==> src/rtl/timer_opt_ctrl_pkg.sv <==
// ---------------------------------------------------------------------------
// timer_opt_ctrl_pkg
//   Shared definitions for the option/countdown controller:
//   - FSM state encodings (fixed 3-bit codes kept compatible with the
//     original clock-timer option FSM)
//   - calc_load(): countdown load value for a confirmed option
// ---------------------------------------------------------------------------
package timer_opt_ctrl_pkg;

  localparam logic [2:0] ST_SEL       = 3'd0;
  localparam logic [2:0] ST_ARMED     = 3'd1;
  localparam logic [2:0] ST_CONFIRM   = 3'd2;
  localparam logic [2:0] ST_LOCKED    = 3'd3;
  localparam logic [2:0] ST_RUN       = 3'd4;
  localparam logic [2:0] ST_PAUSE     = 3'd5;
  localparam logic [2:0] ST_RST_PULSE = 3'd6;

  // Full-width product; the caller truncates to the countdown width, so a
  // product that wraps past the counter range is loaded as-is (no saturation).
  function automatic logic [31:0] calc_load(input logic [31:0] opt,
                                            input logic [31:0] step);
    return (opt + 32'd1) * step;
  endfunction

endpackage

==> src/rtl/timer_opt_ctrl_if.sv <==
// ---------------------------------------------------------------------------
// timer_opt_ctrl_if
//   Board-side signal bundle of the option/countdown controller.
//   master : drives optiune_user, validare_fsm, switch; observes the outputs
//   slave  : the controller (receives inputs, drives valid, fsm_reset,
//            optiune, count, tick, done)
// ---------------------------------------------------------------------------
interface timer_opt_ctrl_if #(
  parameter int OPT_W = 3,
  parameter int CNT_W = 8
);
  logic [OPT_W-1:0] optiune_user;
  logic             validare_fsm;
  logic             switch;
  logic             valid;
  logic             fsm_reset;
  logic [OPT_W-1:0] optiune;
  logic [CNT_W-1:0] count;
  logic             tick;
  logic             done;

  modport master (
    output optiune_user, validare_fsm, switch,
    input  valid, fsm_reset, optiune, count, tick, done
  );

  modport slave (
    input  optiune_user, validare_fsm, switch,
    output valid, fsm_reset, optiune, count, tick, done
  );
endinterface

==> src/rtl/timer_opt_ctrl_tick_prescaler.sv <==
// ---------------------------------------------------------------------------
// tick_prescaler
//   Emits a one-cycle tick every PRESC enabled clock cycles.
//   clk, rst : clock, asynchronous active-low reset
//   clr      : restart the period (takes priority over en)
//   en       : count this cycle; when low the phase is frozen
//   tick     : combinational pulse on the last enabled cycle of a period
// ---------------------------------------------------------------------------
module tick_prescaler #(
  parameter int PRESC = 50
) (
  input  logic clk,
  input  logic rst,
  input  logic clr,
  input  logic en,
  output logic tick
);
  localparam int CW = (PRESC > 1) ? $clog2(PRESC) : 1;

  logic [CW-1:0] cnt;
  logic          at_end;

  assign at_end = (cnt == CW'(PRESC - 1));
  assign tick   = en && !clr && at_end;

  always_ff @(posedge clk or negedge rst) begin
    if (!rst)        cnt <= '0;
    else if (clr)    cnt <= '0;
    else if (en)     cnt <= at_end ? '0 : cnt + 1'b1;
  end
endmodule

==> src/rtl/timer_opt_ctrl.sv <==
// ---------------------------------------------------------------------------
// timer_opt_ctrl
//   Qualifies a user option (stability window + active-low validate
//   press/release), latches it, and runs a prescaled countdown whose load is
//   (optiune+1)*LOAD_STEP truncated to CNT_W bits.
//   clk, rst : single clock, asynchronous active-low reset
//   bus      : timer_opt_ctrl_if.slave
//              in : optiune_user (async, 2-flop synced), validare_fsm
//                   (active-low button), switch (1 = run, 0 = pause)
//              out: valid, fsm_reset (pulse), optiune, count, tick (pulse),
//                   done (pulse)
//   Optional build macro: VALID_DEBOUNCE_EN -- the synced validate level must
//   hold DEB_CYC consecutive cycles before the press level follows it.
// ---------------------------------------------------------------------------
module timer_opt_ctrl
  import timer_opt_ctrl_pkg::*;
#(
  parameter int OPT_W      = 3,
  parameter int STABLE_CYC = 16,
  parameter int DEB_CYC    = 8,
  parameter int PRESC      = 50,
  parameter int CNT_W      = 8,
  parameter int LOAD_STEP  = 10,
  parameter int RESET_OPT  = 0
) (
  input logic             clk,
  input logic             rst,
  timer_opt_ctrl_if.slave bus
);
  if (STABLE_CYC < 1 || DEB_CYC < 1 || PRESC < 1 || CNT_W > 32) begin : g_param_check
    $error("timer_opt_ctrl: illegal parameter combination");
  end

  localparam int SW = (STABLE_CYC > 1) ? $clog2(STABLE_CYC) : 1;

  logic [OPT_W-1:0] opt_meta, opt_s, opt_q;
  logic             val_meta, val_s;
  logic             press_lvl, press_d;
  logic             opt_chg, press_rise, tick_w;
  logic [2:0]       state;
  logic [SW-1:0]    stab_cnt;
  logic [OPT_W-1:0] cand;
  logic             valid_q;
  logic [OPT_W-1:0] optiune_q;
  logic [CNT_W-1:0] count_q;
  logic [CNT_W-1:0] load_val;

  // Synchronisers. opt_q is one more stage so opt_chg flags any change of the
  // synced option. The button resets to its idle (released) level so leaving
  // reset never looks like a press.
  // NOTE: sequential state uses non-blocking assignments so every flop samples
  // pre-edge values; blocking here would collapse the synchroniser stages.
  always_ff @(posedge clk or negedge rst) begin
    if (!rst) begin
      opt_meta <= '0;
      opt_s    <= '0;
      opt_q    <= '0;
      val_meta <= 1'b1;
      val_s    <= 1'b1;
    end else begin
      opt_meta <= bus.optiune_user;
      opt_s    <= opt_meta;
      opt_q    <= opt_s;
      val_meta <= bus.validare_fsm;
      val_s    <= val_meta;
    end
  end

`ifdef VALID_DEBOUNCE_EN
  localparam int DW = (DEB_CYC > 1) ? $clog2(DEB_CYC) : 1;
  logic [DW-1:0] deb_cnt;

  // press_lvl follows ~val_s only after DEB_CYC consecutive disagreeing cycles.
  always_ff @(posedge clk or negedge rst) begin
    if (!rst) begin
      deb_cnt   <= '0;
      press_lvl <= 1'b0;
    end else if (~val_s == press_lvl) begin
      deb_cnt <= '0;
    end else if (deb_cnt == DW'(DEB_CYC - 1)) begin
      deb_cnt   <= '0;
      press_lvl <= ~val_s;
    end else begin
      deb_cnt <= deb_cnt + 1'b1;
    end
  end
`else
  assign press_lvl = ~val_s;
`endif

  // A press is acted on only as an edge, so a button still held after an
  // aborted confirm cannot re-confirm a new option without being released.
  always_ff @(posedge clk or negedge rst) begin
    if (!rst) press_d <= 1'b0;
    else      press_d <= press_lvl;
  end

  assign opt_chg    = (opt_s != opt_q);
  assign press_rise = press_lvl && !press_d;
  assign load_val   = CNT_W'(calc_load(32'(optiune_q), 32'(LOAD_STEP)));

  tick_prescaler #(.PRESC(PRESC)) u_presc (
    .clk  (clk),
    .rst  (rst),
    .clr  (state == ST_LOCKED),
    .en   ((state == ST_RUN) && bus.switch),
    .tick (tick_w)
  );

  always_ff @(posedge clk or negedge rst) begin
    if (!rst) begin
      state     <= ST_SEL;
      stab_cnt  <= '0;
      cand      <= '0;
      valid_q   <= 1'b0;
      optiune_q <= '0;
      count_q   <= '0;
    end else begin
      case (state)
        ST_SEL: begin
          if (opt_chg) begin
            stab_cnt <= '0;
          end else if (stab_cnt == SW'(STABLE_CYC - 1)) begin
            stab_cnt <= '0;
            state    <= ST_ARMED;
          end else begin
            stab_cnt <= stab_cnt + 1'b1;
          end
        end
        ST_ARMED: begin
          if (opt_chg) begin
            state <= ST_SEL;
          end else if (press_rise) begin
            cand  <= opt_s;
            state <= ST_CONFIRM;
          end
        end
        ST_CONFIRM: begin
          if (opt_chg) begin
            state <= ST_SEL;
          end else if (!press_lvl) begin
            if (cand == OPT_W'(RESET_OPT)) begin
              state <= ST_RST_PULSE;
            end else begin
              optiune_q <= cand;
              valid_q   <= 1'b1;
              count_q   <= '0;
              state     <= ST_LOCKED;
            end
          end
        end
        ST_RST_PULSE: begin
          valid_q   <= 1'b0;
          optiune_q <= '0;
          count_q   <= '0;
          state     <= ST_SEL;
        end
        ST_LOCKED: begin
          if (opt_chg) begin
            state <= ST_SEL;
          end else if (bus.switch) begin
            // A zero load finishes immediately (done pulses) and stays here.
            count_q <= load_val;
            if (load_val != '0) state <= ST_RUN;
          end
        end
        ST_RUN: begin
          if (!bus.switch) begin
            state <= ST_PAUSE;
          end else if (tick_w) begin
            if (count_q == CNT_W'(1)) begin
              count_q <= '0;
              state   <= ST_LOCKED;
            end else begin
              count_q <= count_q - 1'b1;
            end
          end
        end
        ST_PAUSE: begin
          if (opt_chg)         state <= ST_SEL;
          else if (bus.switch) state <= ST_RUN;
        end
        default: state <= ST_SEL;
      endcase
    end
  end

  assign bus.valid     = valid_q;
  assign bus.optiune   = optiune_q;
  assign bus.count     = count_q;
  assign bus.tick      = tick_w;
  assign bus.fsm_reset = (state == ST_RST_PULSE);
  assign bus.done      = ((state == ST_RUN) && bus.switch && tick_w && (count_q == CNT_W'(1)))
                      || ((state == ST_LOCKED) && !opt_chg && bus.switch && (load_val == '0));
endmodule

==> src/flat_wrapper.sv <==
// flat-port wrapper written by rule: the top's interface ports become plain ports
module timer_opt_ctrl_flat import timer_opt_ctrl_pkg::*;
#(
  parameter int OPT_W      = 3,
  parameter int STABLE_CYC = 16,
  parameter int DEB_CYC    = 8,
  parameter int PRESC      = 50,
  parameter int CNT_W      = 8,
  parameter int LOAD_STEP  = 10,
  parameter int RESET_OPT  = 0
)
  (clk, rst, bus_optiune_user, bus_validare_fsm, bus_switch, bus_valid, bus_fsm_reset, bus_optiune, bus_count, bus_tick, bus_done);
  timer_opt_ctrl_if #(.OPT_W(OPT_W), .CNT_W(CNT_W)) bus_i ();
  input logic clk;
  input logic rst;
  input wire logic [$bits(bus_i.optiune_user)-1:0] bus_optiune_user;
  input wire logic [$bits(bus_i.validare_fsm)-1:0] bus_validare_fsm;
  input wire logic [$bits(bus_i.switch)-1:0] bus_switch;
  output wire logic [$bits(bus_i.valid)-1:0] bus_valid;
  output wire logic [$bits(bus_i.fsm_reset)-1:0] bus_fsm_reset;
  output wire logic [$bits(bus_i.optiune)-1:0] bus_optiune;
  output wire logic [$bits(bus_i.count)-1:0] bus_count;
  output wire logic [$bits(bus_i.tick)-1:0] bus_tick;
  output wire logic [$bits(bus_i.done)-1:0] bus_done;
  assign bus_i.optiune_user = bus_optiune_user;
  assign bus_i.validare_fsm = bus_validare_fsm;
  assign bus_i.switch = bus_switch;
  assign bus_valid = bus_i.valid;
  assign bus_fsm_reset = bus_i.fsm_reset;
  assign bus_optiune = bus_i.optiune;
  assign bus_count = bus_i.count;
  assign bus_tick = bus_i.tick;
  assign bus_done = bus_i.done;
  timer_opt_ctrl #(.OPT_W(OPT_W), .STABLE_CYC(STABLE_CYC), .DEB_CYC(DEB_CYC), .PRESC(PRESC), .CNT_W(CNT_W), .LOAD_STEP(LOAD_STEP), .RESET_OPT(RESET_OPT)) u_core (.clk(clk), .rst(rst), .bus(bus_i));
endmodule
==> config.mk <==
export PLATFORM = sky130hd
export DESIGN_NAME = timer_opt_ctrl_flat
export DESIGN_NICKNAME = d
export VERILOG_FILES = /design/src/rtl/timer_opt_ctrl_pkg.sv /design/src/rtl/timer_opt_ctrl_if.sv /design/src/rtl/timer_opt_ctrl_tick_prescaler.sv /design/src/rtl/timer_opt_ctrl.sv /design/src/flat_wrapper.sv
export SDC_FILE = /design/constraint.sdc
export NUM_CORES = 1
export LEC_CHECK = 0
export CAP_MARGIN = 20
export CORE_MARGIN = 5
export CORE_UTILIZATION = 61
export CTS_CLUSTER_SIZE = 14
export DETAILED_ROUTE_END_ITERATION = 10
export PLACE_DENSITY = 0.89
export SYNTH_ARGS = -nofsm -noshare
export SYNTH_HDL_FRONTEND = slang
export SYNTH_SLANG_ARGS = --single-unit
export TNS_END_PERCENT = 20
==> constraint.sdc <==
create_clock -name clk -period 4.4 [get_ports clk]
set_input_delay 0.66 -clock clk [delete_from_list [all_inputs] [get_ports clk]]
set_output_delay 0.66 -clock clk [all_outputs]
set_load 0.02 [all_outputs]
==> flow_summary.json <==
{
  "status": "finished clean",
  "grt_pass1_wl_um": 8280,
  "layout-drive-gt1-share_pct": 10.9,
  "synth_top_area_share_pct": 43.2,
  "dp_hpwl_um": 3420,
  "cts_sinks": 40,
  "cellPowerDensity_nw_per_um2": 287,
  "tightest_slew_ns": 0.867,
  "dr.pass1.iters": 5,
  "core_um2": 3420,
  "syn_nets": 236,
  "cp_max_fo": 6,
  "numCtsBuffers": 5,
  "relSlewSlack_pct": 42.2,
  "synth-edff-count": 0,
  "setup_tns_ns": 0,
  "ys.flop_type": "dfrtp_1",
  "critPathKind": "flop to primary output",
  "io_pins": 22,
  "slew_violations": 0,
  "p_leak_nw": 1.08,
  "synthToLayoutAreaGrowth_pct": 14.0,
  "drtIter0Drc": 135,
  "grt_util_met3_pct": 5.31,
  "synth_area_leaders": "dfrtp_1, ha_1, o21ai_0",
  "cp_data_required_time_ns": 3.74,
  "rows": 21,
  "cp-end-kind": "primary output",
  "worst_setup_path_start_kind": "flop",
  "rsz0062_at_grt": "no",
  "die_h_um": 70.1,
  "start_util_pct": 64.4,
  "cts_tree": "yes",
  "layout_min_cycle_time_ns": 4.22,
  "die_w_um": 70.1,
  "antenna_found_initial": 0,
  "dieArea_um2": 4910,
  "slowest_delay_ns": 0.61,
  "skew_ns": 0.0179,
  "overflow": 0,
  "drc": 0,
  "dr_total_vias": 1786,
  "power_w": 0.000721,
  "routedWlPerCell_um": 16.6,
  "io_buffers": 21,
  "cpLargestDelayFamily": "adder cells",
  "grt_pass1_vias": 1789,
  "clock_path_buffers": 2,
  "post-cts-setup-buffers": 0,
  "fill_cells": 264,
  "place_congestion": 0.910,
  "clock.fmax_mhz": 237,
  "syn_area_um2": 2200,
  "htreeDepth": 2,
  "gr-usage-met2_pct": 33.2,
  "nets": 256,
  "clk_pin_slew_ns": 0.13,
  "grt_max_degree": 41,
  "finalSetupViolations": 0,
  "diodes": 0,
  "worst-path-buf-inv": 1,
  "wl_um": 4740,
  "async_reset_ff_share_pct": 100,
  "grt_use_met1_pct": 27.1,
  "clk_latency_ns": 0.37,
  "period_share_pct": 95.9,
  "ant_nets": 0,
  "synth-seq-cells": 40,
  "crit_top_cell": "ha_1",
  "path_cells": "ha_1 > ha_1 > ha_1 > fa_1 > nor4b_2 > o211ai_1 > nor2_1 > a32o_1 > clkdlybuf4s50_1",
  "cp.arrival_ns": 3.56,
  "synthMostInstantiatedCell": "dfrtp_1",
  "synth.avg_cell_area_um2": 10.1,
  "top_usage_layer": "met2",
  "hold_path_class": "flop to flop",
  "hold_viol": 0,
  "synth_top_area_cell": "dfrtp_1",
  "synthDistinctLibCells": 52,
  "track_usage_pct": 20.8,
  "cts_root_buf": "clkbuf_4",
  "seq_area_frac_synth_pct": 45.6,
  "ys_top_cells_by_count": "dfrtp_1, o21ai_0, nor2_1",
  "slowest_stage": "clkdlybuf4s50_1",
  "vdd_drop_max_v": 0.000255,
  "syn_inst": 218,
  "via_per_inst": 6.27,
  "yosys_warnings": 0,
  "maxCapViolations": 0
}
==> power by group <==
group	switching [W]	internal [W]	total [W]
Clock	0.000134	0.000121	0.000255
Sequential	0.0000151	0.000378	0.000393
Combinational	0.0000414	0.0000310	0.0000724
==> state kept, by name (all words and copies together), names as in the netlist <==
signal / cells
u_core.opt_s: 3
u_core.state: 3
u_core.val_meta: 1
u_core.cand: 3
u_core.opt_meta: 3
u_core.u_presc.cnt: 6
u_core.stab_cnt: 4
u_core.bus.valid: 1
u_core.press_d: 1
u_core.bus.count: 8
u_core.bus.optiune: 3
u_core.val_s: 1
u_core.opt_q: 3
==> placed cells by master (no fill, tap or decap), types with 5 or more instances in the layout <==
cell type	Yosys	layout
a21oi_1	16	16
dfrtp_1	38	38
nor3_1	9	9
a22o_1	5	5
nand2_1	11	11
o21ai_0	23	23
clkbuf_4	0	5
clkdlybuf4s50_1	0	20
ha_1	10	10
xor2_1	5	5
mux2_2	6	6
nor2_1	19	19
inv_1	9	9
==> final timing paths <==
| kind | from | to | slack [ns] | cells past startpoint |
|---|---|---|---|---|
| min | u_core.opt_meta[1] | u_core.opt_s[1] | 0.36 | 0 |
| min reg2reg | u_core.opt_meta[1] | u_core.opt_s[1] | 0.36 | 0 |
| max in group asynchronous | rst | u_core.u_presc.cnt[0] | 3.46 | 1 |
| max | u_core.bus.optiune[0] | bus_done | 0.18 | 9 |
| max reg2reg | u_core.bus.optiune[0] | u_core.state[0] | 1.23 | 10 |
| min in group asynchronous | rst | u_core.cand[1] | 0.38 | 1 |
==> metrics by stage <==
step	hold slack [ns]	cells	util, %	worst slack [ns]	cell area, um2
after floorplan	0.331	218	-	1.18	2200
after global placement	0.332	277	70.8	0.682	2420
after detailed placement	0.336	277	70.8	0.591	2420
after CTS	0.365	285	73.3	0.172	2500
after global routing	0.376	285	73.4	0.0175	2510
final	0.364	285	73.4	0.183	2510
==> layout make-up <==
class,instances,area [um2],share of cell area (%)
multi-input cells,161,1120,44.8
flip-flops and latches,40,1000,40.0
repair buffers,21,205,8.18
well taps,46,57.6,2.29
clock inverters,3,46.3,1.85
clock buffers,5,37.5,1.50
inverters,9,33.8,1.35
==> logic make-up after synthesis <==
logic type / Yosys count / share of synthesized area [%]
xor gates and xnor gates: 6 / 2.39
adders and majority gates: 11 / 6.59
DFF: 40 / 45.6
buffers and inverters: 17 / 3.58
AOI/OAI and AO/OA: 68 / 21.5
muxes: 6 / 3.07
and+or+nand+nor: 70 / 17.2
==> metal layers <==
metal	vias to the layer above	share of wire, %	wire, um
met5	-	0	0
met4	0	2.3	111
met1	864	44	2080
met2	58	48	2290
met3	14	5.5	261
li1	850	-	-
==> what timing repair did <==
action	4_1_cts	5_1_grt
gates resized for setup	0	1
endpoints found under the setup margin	0	1
hold buffers	0	0
Power figures use the tool's default switching activity.
